## src/rtl/render_menu_n.sv

```systemverilog
// Menu renderer with mouse/keyboard selection.
// Three-stage pixel pipeline advanced by pix_en: S1 finds the item and label
// under the pixel, S2 issues the glyph ROM address, S3 picks the colour once
// the synchronous ROM has answered. A four-state FSM on every clk tracks the
// focused item, mouse presses and the confirmed-selection handshake.
module render_menu_n #(
   parameter int unsigned N_ITEMS = 3,
   parameter int unsigned X0      = 160,
   parameter int unsigned Y0      = 80,
   parameter int unsigned BTN_W   = 320,
   parameter int unsigned BTN_H   = 60,
   parameter int unsigned PITCH   = 120,
   parameter int unsigned LBL_W   = 60,
   parameter int unsigned LBL_H   = 20,
   parameter int unsigned LBL_S   = 2,
   parameter int unsigned LBL_DX  = 80,
   parameter int unsigned LBL_DY  = 10
) (
   input  logic        clk,
   input  logic        rst,
   input  logic        pix_en,
   input  logic [9:0]  h_cnt,
   input  logic [9:0]  v_cnt,
   input  logic        in_active,
   input  logic [9:0]  mouse_x,
   input  logic [9:0]  mouse_y,
   input  logic        mouse_btn,
   input  logic        key_up,
   input  logic        key_down,
   input  logic        key_enter,
   output logic [13:0] rom_addr,
   input  logic        rom_data,
   output logic [11:0] pixel,
   output logic        out_active,
   output logic        sel_valid,
   output logic [2:0]  sel_idx,
   input  logic        sel_ready,
   output logic [2:0]  focus_idx
);

   // Geometry constants, all kept at 32 bits so comparisons never truncate.
   localparam logic [31:0] BTN_X1    = X0 + BTN_W;
   localparam logic [31:0] PITCH32   = PITCH;
   localparam logic [31:0] LBL_X0    = X0 + LBL_DX;
   localparam logic [31:0] LBL_X1    = X0 + LBL_DX + LBL_W * LBL_S;
   localparam logic [31:0] LBL_Y0    = Y0 + LBL_DY;
   localparam logic [31:0] LBL_SPANY = LBL_H * LBL_S;
   localparam logic [31:0] LBL_S32   = LBL_S;
   localparam logic [31:0] LBL_W32   = LBL_W;
   localparam logic [31:0] LBL_AREA  = LBL_W * LBL_H;
   localparam logic [31:0] LAST32    = N_ITEMS - 1;

   localparam logic [9:0]  LBL_X0_10 = LBL_X0[9:0];
   localparam logic [9:0]  LBL_S10   = LBL_S32[9:0];
   localparam logic [13:0] LBL_W14   = LBL_W32[13:0];
   localparam logic [13:0] LBL_A14   = LBL_AREA[13:0];
   localparam logic [2:0]  LAST_IDX  = LAST32[2:0];

   localparam logic [11:0] COL_BLACK = 12'h000;
   localparam logic [11:0] COL_TEXT  = 12'hfff;
   localparam logic [11:0] COL_PRESS = 12'h743;
   localparam logic [11:0] COL_FOCUS = 12'h632;
   localparam logic [11:0] COL_ITEM  = 12'h521;

   typedef enum logic [1:0] {
      ST_IDLE  = 2'd0,
      ST_HOVER = 2'd1,
      ST_PRESS = 2'd2,
      ST_HOLD  = 2'd3
   } state_t;

   // Returns {hit, index} of the button containing (x, y); half-open bounds.
   function automatic logic [3:0] item_lookup(input logic [9:0] x, input logic [9:0] y);
      logic [31:0] xx;
      logic [31:0] yy;
      logic [31:0] top;
      logic [3:0]  res;
      logic        hit;
      xx  = {22'd0, x};
      yy  = {22'd0, y};
      res = 4'd0;
      for (int unsigned i = 0; i < N_ITEMS; i++) begin
         top = Y0 + i * PITCH;
         hit = (xx >= X0) && (xx < BTN_X1) && (yy >= top) && (yy < top + BTN_H);
         res = (hit && !res[3]) ? {1'b1, i[2:0]} : res;
      end
      return res;
   endfunction

   // ---------------- pipeline ----------------
   logic [3:0]  w_item;
   logic        w_item_hit;
   logic [2:0]  w_item_idx;
   logic [31:0] w_ltop;
   logic        w_lbl_hit;
   logic [9:0]  w_dx;
   logic [9:0]  w_dy;
   logic [13:0] w_addr;
   logic [11:0] w_pix_nxt;

   logic        r_s1_act;
   logic        r_s1_item;
   logic        r_s1_lbl;
   logic [2:0]  r_s1_idx;
   logic [9:0]  r_s1_row;
   logic [9:0]  r_s1_col;
   logic        r_s2_act;
   logic        r_s2_item;
   logic        r_s2_lbl;
   logic [2:0]  r_s2_idx;
   logic [13:0] r_rom_addr;
   logic [11:0] r_pixel;
   logic        r_out_active;

   // ---------------- selection FSM ----------------
   state_t      r_state;
   state_t      w_state_nxt;
   logic [2:0]  r_focus;
   logic [2:0]  w_focus_nxt;
   logic [2:0]  r_pressed;
   logic [2:0]  w_pressed_nxt;
   logic [2:0]  r_sel_idx;
   logic [2:0]  w_sel_idx_nxt;
   logic        r_sel_valid;
   logic        r_btn_q;
   logic        r_hov_prev_v;
   logic [2:0]  r_hov_prev_idx;
   logic [3:0]  w_hov;
   logic        w_hov_v;
   logic [2:0]  w_hov_idx;
   logic        w_hov_new;
   logic        w_btn_rise;
   logic        w_btn_fall;
   logic [2:0]  w_focus_inc;
   logic [2:0]  w_focus_dec;

   // S1 combinational: item/label hit and label offsets (only after a hit).
   always_comb begin
      w_item     = item_lookup(h_cnt, v_cnt);
      w_item_hit = w_item[3];
      w_item_idx = w_item[2:0];
      w_ltop     = LBL_Y0 + ({29'd0, w_item_idx} * PITCH32);
      w_lbl_hit  = w_item_hit
                   && ({22'd0, h_cnt} >= LBL_X0) && ({22'd0, h_cnt} < LBL_X1)
                   && ({22'd0, v_cnt} >= w_ltop) && ({22'd0, v_cnt} < w_ltop + LBL_SPANY);
      if (w_lbl_hit) begin
         w_dx = h_cnt - LBL_X0_10;
         w_dy = v_cnt - w_ltop[9:0];
      end else begin
         w_dx = 10'd0;
         w_dy = 10'd0;
      end
   end

   // S1 registers: flags, item index and glyph row/column.
   always_ff @(posedge clk or negedge rst) begin
      if (!rst) begin
         r_s1_act  <= 1'b0;
         r_s1_item <= 1'b0;
         r_s1_lbl  <= 1'b0;
         r_s1_idx  <= 3'd0;
         r_s1_row  <= 10'd0;
         r_s1_col  <= 10'd0;
      end else if (pix_en) begin
         r_s1_act  <= in_active;
         r_s1_item <= w_item_hit;
         r_s1_lbl  <= w_lbl_hit;
         r_s1_idx  <= w_item_idx;
         r_s1_row  <= w_dy / LBL_S10;
         r_s1_col  <= w_dx / LBL_S10;
      end
   end

   // S2 combinational: glyph address of the label pixel.
   always_comb begin
      w_addr = ({11'd0, r_s1_idx} * LBL_A14) + ({4'd0, r_s1_row} * LBL_W14) + {4'd0, r_s1_col};
   end

   // S2 registers: ROM address (held between strobes) and forwarded flags.
   always_ff @(posedge clk or negedge rst) begin
      if (!rst) begin
         r_rom_addr <= 14'd0;
         r_s2_act   <= 1'b0;
         r_s2_item  <= 1'b0;
         r_s2_lbl   <= 1'b0;
         r_s2_idx   <= 3'd0;
      end else if (pix_en) begin
         r_rom_addr <= r_s1_lbl ? w_addr : 14'd0;
         r_s2_act   <= r_s1_act;
         r_s2_item  <= r_s1_item;
         r_s2_lbl   <= r_s1_lbl;
         r_s2_idx   <= r_s1_idx;
      end
   end

   // S3 combinational: colour priority, using the ROM bit that answered S2.
   always_comb begin
      if (!r_s2_act) begin
         w_pix_nxt = COL_BLACK;
      end else if (r_s2_lbl && rom_data) begin
         w_pix_nxt = COL_TEXT;
      end else if (r_s2_item && (r_state == ST_PRESS) && (r_s2_idx == r_pressed)) begin
         w_pix_nxt = COL_PRESS;
      end else if (r_s2_item && (r_state != ST_IDLE) && (r_s2_idx == r_focus)) begin
         w_pix_nxt = COL_FOCUS;
      end else if (r_s2_item) begin
         w_pix_nxt = COL_ITEM;
      end else begin
         w_pix_nxt = COL_BLACK;
      end
   end

   // S3 registers: output pixel and aligned active flag.
   always_ff @(posedge clk or negedge rst) begin
      if (!rst) begin
         r_pixel      <= COL_BLACK;
         r_out_active <= 1'b0;
      end else if (pix_en) begin
         r_pixel      <= w_pix_nxt;
         r_out_active <= r_s2_act;
      end
   end

   // Mouse hover, hover-change and button edge detection.
   always_comb begin
      w_hov       = item_lookup(mouse_x, mouse_y);
      w_hov_v     = w_hov[3];
      w_hov_idx   = w_hov[2:0];
      w_hov_new   = w_hov_v && (!r_hov_prev_v || (r_hov_prev_idx != w_hov_idx));
      w_btn_rise  = mouse_btn && !r_btn_q;
      w_btn_fall  = !mouse_btn && r_btn_q;
      w_focus_inc = (r_focus == LAST_IDX) ? 3'd0 : (r_focus + 3'd1);
      w_focus_dec = (r_focus == 3'd0) ? LAST_IDX : (r_focus - 3'd1);
   end

   // Selection FSM next state: focus moves, press tracking, confirmation.
   always_comb begin
      w_state_nxt   = r_state;
      w_focus_nxt   = r_focus;
      w_pressed_nxt = r_pressed;
      w_sel_idx_nxt = r_sel_idx;
      case (r_state)
         ST_IDLE: begin
            if (w_hov_v) begin
               w_state_nxt = ST_HOVER;
               w_focus_nxt = w_hov_idx;
            end else if (key_up || key_down) begin
               w_state_nxt = ST_HOVER;
            end else begin
               w_state_nxt = ST_IDLE;
            end
         end
         ST_HOVER: begin
            // Mouse focus wins over a key pulse in the same cycle.
            if (w_hov_new) begin
               w_focus_nxt = w_hov_idx;
            end else if (key_down && !key_up) begin
               w_focus_nxt = w_focus_inc;
            end else if (key_up && !key_down) begin
               w_focus_nxt = w_focus_dec;
            end else begin
               w_focus_nxt = r_focus;
            end
            if (w_btn_rise && w_hov_v) begin
               w_state_nxt   = ST_PRESS;
               w_pressed_nxt = w_hov_idx;
            end else if (key_enter) begin
               w_state_nxt   = ST_HOLD;
               w_sel_idx_nxt = r_focus;
            end else begin
               w_state_nxt   = ST_HOVER;
            end
         end
         ST_PRESS: begin
            if (w_btn_fall) begin
               if (w_hov_v && (w_hov_idx == r_pressed)) begin
                  w_state_nxt   = ST_HOLD;
                  w_sel_idx_nxt = r_pressed;
               end else begin
                  w_state_nxt   = ST_HOVER;
               end
            end else begin
               w_state_nxt = ST_PRESS;
            end
         end
         ST_HOLD: begin
            if (sel_ready) begin
               w_state_nxt = ST_HOVER;
            end else begin
               w_state_nxt = ST_HOLD;
            end
         end
         default: begin
            w_state_nxt   = ST_IDLE;
            w_focus_nxt   = 3'd0;
            w_pressed_nxt = 3'd0;
            w_sel_idx_nxt = 3'd0;
         end
      endcase
   end

   // Selection FSM state, handshake output and mouse history registers.
   always_ff @(posedge clk or negedge rst) begin
      if (!rst) begin
         r_state        <= ST_IDLE;
         r_focus        <= 3'd0;
         r_pressed      <= 3'd0;
         r_sel_idx      <= 3'd0;
         r_sel_valid    <= 1'b0;
         r_btn_q        <= 1'b0;
         r_hov_prev_v   <= 1'b0;
         r_hov_prev_idx <= 3'd0;
      end else begin
         r_state        <= w_state_nxt;
         r_focus        <= w_focus_nxt;
         r_pressed      <= w_pressed_nxt;
         r_sel_idx      <= w_sel_idx_nxt;
         r_sel_valid    <= (w_state_nxt == ST_HOLD);
         r_btn_q        <= mouse_btn;
         r_hov_prev_v   <= w_hov_v;
         r_hov_prev_idx <= w_hov_idx;
      end
   end

   assign rom_addr   = r_rom_addr;
   assign pixel      = r_pixel;
   assign out_active = r_out_active;
   assign sel_valid  = r_sel_valid;
   assign sel_idx    = r_sel_idx;
   assign focus_idx  = r_focus;

endmodule

```

## config.mk

```make
export PLATFORM = sky130hd
export DESIGN_NAME = render_menu_n
export DESIGN_NICKNAME = d
export VERILOG_FILES = /design/src/rtl/render_menu_n.sv
export SDC_FILE = /design/constraint.sdc
export NUM_CORES = 1
export LEC_CHECK = 0
export ABC_AREA = 1
export ABC_CLOCK_PERIOD_IN_PS = 6700
export CORE_MARGIN = 2
export CORE_UTILIZATION = 60
export DETAILED_ROUTE_END_ITERATION = 16
export GPL_TIMING_DRIVEN = 0
export PLACE_DENSITY_LB_ADDON = 0.25
export SYNTH_ARGS = -nofsm -noshare
export SYNTH_HDL_FRONTEND = slang
export SYNTH_SLANG_ARGS = --single-unit
```

## constraint.sdc

```tcl
create_clock -name clk -period 6.7 [get_ports clk]
set_input_delay 1.34 -clock clk [delete_from_list [all_inputs] [get_ports clk]]
set_output_delay 1.34 -clock clk [all_outputs]
set_load 0.005 [all_outputs]
```

* Word level (Yosys, flattened, before mapping)
Index checks and enable logic that the tools add are counted. Widths: inputs -> output; s select.
Storage, ports and cells: flip-flop bits (word level) 74, output and inout port bits 34, word-level logic and storage cells 154
Cells by class: $add $sub $neg 8, multipliers 3, $lt $le $gt $ge 20, eq/ne operators 15, muxes and demuxes 34, reduce and logical (&&, ||, !) cells 53
Operator list (number):
- $lt 10x9->1 const B | 7
- $ge 10x8->1 const B | 5
- $logic_and 1x1->1 | 34
- $mux 11 | 3
- $mux 3 | 10
- $mux 12 | 2
- $mux 4 | 6
- $ge 10x7->1 const B | 2
- $ge 10x9->1 const B | 2
- $lt 10x8->1 const B | 2
- $mux 10 | 2
- $add 14x14->14 | 1
- $add 14x9->14 | 1
- $mux 14 | 1
- $add 11x6->12 const B | 1
- $lt 10x12->1 | 1
- $mul 9x4->12 const B | 1
- $pmux 3 s2 | 2
- $add 7x10->11 const A | 1
- $ge 10x11->1 | 1
- $mul 3x7->10 const B | 1
- $mux 2 | 5
- $sub 10x10->10 | 1
- $sub 10x8->10 const B | 1
- 21 further kinds | 40

* Depth between registers and ports, before layout
depth after elaboration 17, mapped depth 21, mapped depth without buffers 21

* Worst setup path before layout
OpenSTA, ideal clock, no wires.
path kind flip-flop to flip-flop, start reg r_s1_row[3], end reg r_rom_addr[12] (netlist: rom_addr[12]), setup time 123 ps, data arrival time 3843 ps, required time 6577 ps, path slack 2734 ps, cell stages (with the launch flop) 22, path buffers 0, period minus slack after synthesis 3966 ps, path through dfrtp_1 -> inv_1 -> fa_1 -> fa_1 -> inv_1 -> ha_1 -> a21oi_1 -> o21ai_0 -> a21oi_1 -> nor2_1 -> nor2_1 -> xor2_1 -> inv_1 -> ha_1 -> ha_1 -> nand2_1 -> nor2_1 -> nand3_1 -> o2111ai_1 -> a21oi_1 -> o21ai_0 -> nand2_1
Between the ends: longest elaborated chain between the ends 4
RTL lines:
- start: declaration | line 105 | logic [9:0] r_s1_row;
- start signal: assignment | line 169 | r_s1_row <= w_dy / LBL_S10;
- $mul 9x4->12 | line 176 | w_addr = ({11'd0, r_s1_idx} * LBL_A14) + ({4'd0, r_s1_row} * LBL_W14) + {4'd0, r_s1_col};
- $add 14x14->14 | line 176
- $add 14x9->14 | line 176
- $mux 14 | line 188 | r_rom_addr <= r_s1_lbl ? w_addr : 14'd0;
- end signal: assignment | line 188
- end: declaration | line 111 | logic [13:0] r_rom_addr;
Every way passes these cells. A chain may end at the register's enable or synchronous reset.

* Worst setup path after layout
start in h_cnt[4], end reg r_s1_row[8]
Between the ends: longest elaborated chain between the ends 17
RTL lines:
- start: declaration | line 22 | input logic [9:0] h_cnt,
- $ge 10x8->1 / $lt 10x9->1 (equally long branches) | line 84 | hit = (xx >= X0) && (xx < BTN_X1) && (yy >= top) && (yy < top + BTN_H);
- $logic_and 1x1->1 * | line 84
- $logic_and 1x1->1 (2 in series) | line 84
- $mux 4 | line 85 | res = (hit && !res[3]) ? {1'b1, i[2:0]} : res;
- $logic_not 1->1 | line 85
- $logic_and 1x1->1 | line 85
- $mux 4 | line 85
- $logic_not 1->1 | line 85
- $logic_and 1x1->1 | line 85
- $mux 4 * | line 85
- named net w_item[0] | line 91 | logic [3:0] w_item;
- $mul 3x4->7 * | line 142 | w_ltop = LBL_Y0 + ({29'd0, w_item_idx} * PITCH32);
- $add 7x10->11 * | line 142
- $add 11x6->12 / $ge 10x11->1 (equally long branches) | line 145 | && ({22'd0, v_cnt} >= w_ltop) && ({22'd0, v_cnt} < w_ltop + LBL_SPANY);
- $lt 10x12->1 / $logic_and 1x1->1 (equally long branches) | line 145
- $logic_and 1x1->1 | line 145
- $mux 10 * | line 146 | if (w_lbl_hit) begin
Mark *: on every way through the listed nets, which the timed path passes. The rest lies on a longest branch.

==> metrics.txt <==
ranking of synthesized cells by area=dfrtp_1, ha_1, nand2_1; max_slew headroom=around 46%; I/O pins=84; Layout Cells excl Fill=915; MaxCap Viol Count=0; most common cell in the synthesized netlist=nand2_1; DP HPWL=10600 um; die width=99.7 um; GRT Total Usage=28.0%; number of antenna violations at the first check in global routing=0; post-synthesis instance total=roughly 720; vias per inst=5.48; Tcrit/Tclk final=a little over two thirds; largest family of logic cells by synthesized area=simple AND/OR/NAND/NOR gates; crit path DAT=just under 5 ns; setup bufs post-CTS=0; hold_buf cts=0; P per Cell Area=178 nW/um2; Worst setup SP type=input pin; Synth-to-Final Area Change=20.5%; fin crit period=4.67 ns; final core occ=about three quarters; Syn Area/Cell=7.66 um2; Die H=99.7 um; grt ovf=0; post-route ant nets=0; nets=approximately 940; level count of the clock H-tree=3; Setup Viol. Count Final=0; FMAX=0.214 GHz; Synth Area in XOR/XNOR=between 2 and 3%; Root Driver=clkbuf_8; register bit count reported by yosys=65; Post-Route WL=13400 um; type of destination of the critical path=flip-flop; worst slew pin tran=0.816 ns; Placed Instances=900; global-route wire length before repair=22200 um; ys async rst share=100%; die area=9940 um2; largest net degree at the start of global routing=66; Longest Clk Path Bufs=2; RSZ-0062 raised after global routing=false; final hold viol count=0; layout cells sized above 1=5.70%; Multi-input gate area=3320 um2; Placement Rows=34; Yosys top cell area share=between 20% and 30%; Avg WL per Cell=14.6 um; Resize count post-CTS=0; clk_lat worst skew=0.34 ns; Synth area leader=dfrtp_1; simple-gate share of the synthesized area=23.8%; CTS tree=done; Worst Hold Class=flip-flop to flip-flop; DRC=0; Post-synth top cells=nand2_1, inv_1, dfrtp_1; port bufs=75; Worst IR Drop VDD=about 0.12 mV; Pins Over Slew Limit=0; filler cell count=667; setup TNS=0 ns; Starting DRT DRC Count=268; Compound-Gate Fraction of Synth Area=11.5%; Adder-Cell Fraction of Synth Area=between 20 and 25%; CTS clk-pin slew, worst paths=0.08 ns; leak pwr=around 3.4 nW; mux cell area share after synthesis=0%; TritonCTS Buffers=9; post-synthesis cell area=5500 um2; clock sinks=65; GPL Wtd Cong=around 0.95; DRT Pass-1 Iters=5; Starting Density=62.4%; crit-path max FO=10; Setup CP Type=input pin to flip-flop; Top FF cell, synth=dfrtp_1; core box area=just under 9000 um2; Vias=5018; Sequential Area=1630 um2; register area share after synthesis=29.6%; Setup Skew=0.00799 ns; outcome=complete, no violations; WP data required=roughly 7.0 ns; vias in the first global route=around 4800; Distinct cells, synth=45; Post-synth EDFFs=0; ANT cells=0; Syn Nets=852; Yosys Warn Count=0
## cells by family after synthesis
group,Yosys count
and+or+nand+nor,301
buffers and inverters,138
AOI/OAI and AO/OA,110
adders and majority gates,85
DFF,65
xor gates and xnor gates,18
## critical path, cell delays in order
cell             delay (ns)
clkdlybuf4s50_1        0.58
inv_1                  0.11
ha_1                   0.24
nand4_1                0.12
nand4_1                0.21
nand3_2                0.28
inv_1                  0.12
ha_1                   0.21
nand2_1                0.06
nor2_1                 0.05
a21oi_1                0.19
ha_1                   0.30
nand2_1                0.07
nand3_1                0.08
nor3_1                 0.23
nand3_2                0.13
nor2_4                 0.23
buf_6                  0.18
nand3_1                0.11
nand2_1                0.10
## layout by cell type (no fill, tap or decap), drive strengths merged, types with 3 or more instances in the layout
cell type,instances
nand2,187
inv,124
clkdlybuf4s50,74
dfrtp,65
ha,64
o21ai,56
nor2,49
nand3,39
a21oi,32
fa,21
clkbuf,16
nand4,9
xnor2,9
xor2,9
buf,9
nor3,7
or2,4
o22ai,3
a32o,3
bufinv,3
## metal layers
metal / GRT usage [%] / up-vias / wire length, um / share of wire, %
li1: - / 2458 / - / -
met1: 38.4 / 2332 / 5890 / 44
met2: 45.6 / 206 / 6240 / 47
met3: 3.94 / 22 / 993 / 7.4
met4: 9.91 / 0 / 227 / 1.7
met5: 0 / - / 0 / 0
## path summary, 6_finish.rpt
check,depth (start not counted),slack (ns),endpoint,from
worst max register to register,18,2.26,rom_addr[12],r_s1_row[0]
worst min register to register,2,0.49,rom_addr[11],rom_addr[11]
worst max-delay path,20,2.03,r_s1_row[8],h_cnt[4]
worst min-delay path,2,0.49,rom_addr[11],rom_addr[11]
max in group asynchronous,1,5.07,r_s1_row[0],rst
min in group asynchronous,1,1.08,rom_addr[12],rst
## state kept, by name, summed over array words and instances, names as in the netlist, 3 cells and up
register / count
rom_addr: 14
r_s1_row: 9
focus_idx: 3
sel_idx: 3
r_s1_col: 9
pixel: 7
## cell type report
type / count / share of cell area (%)
multi-input cells: 514 / 50.2
flip-flops and latches: 65 / 24.6
repair buffers: 75 / 11.3
inverters: 124 / 7.03
clock buffers: 10 / 2.08
well taps: 108 / 2.04
clock inverters: 5 / 1.57
plain buffers: 14 / 1.21
## through the flow
stage               hold WS [ns]  worst slack, ns  cell area, um2  total power, mW
finish                     0.486             2.03            6620             1.18
global route               0.505             1.72            6620             1.24
detailed placement         0.458             1.71            6380            0.770
global placement           0.454             1.84            6380            0.758
CTS                        0.481             2.06            6620             1.18
floorplan                  0.442             2.73            5500            0.639
## where the power goes
part | switching [mW] | total, mW | leakage (nW) | internal [mW]
sequential | 0.0248 | 0.446 | 0.885 | 0.421
clock | 0.157 | 0.412 | 0.122 | 0.255
combinational | 0.181 | 0.322 | 2.41 | 0.141
Power figures use the tool's default switching activity.
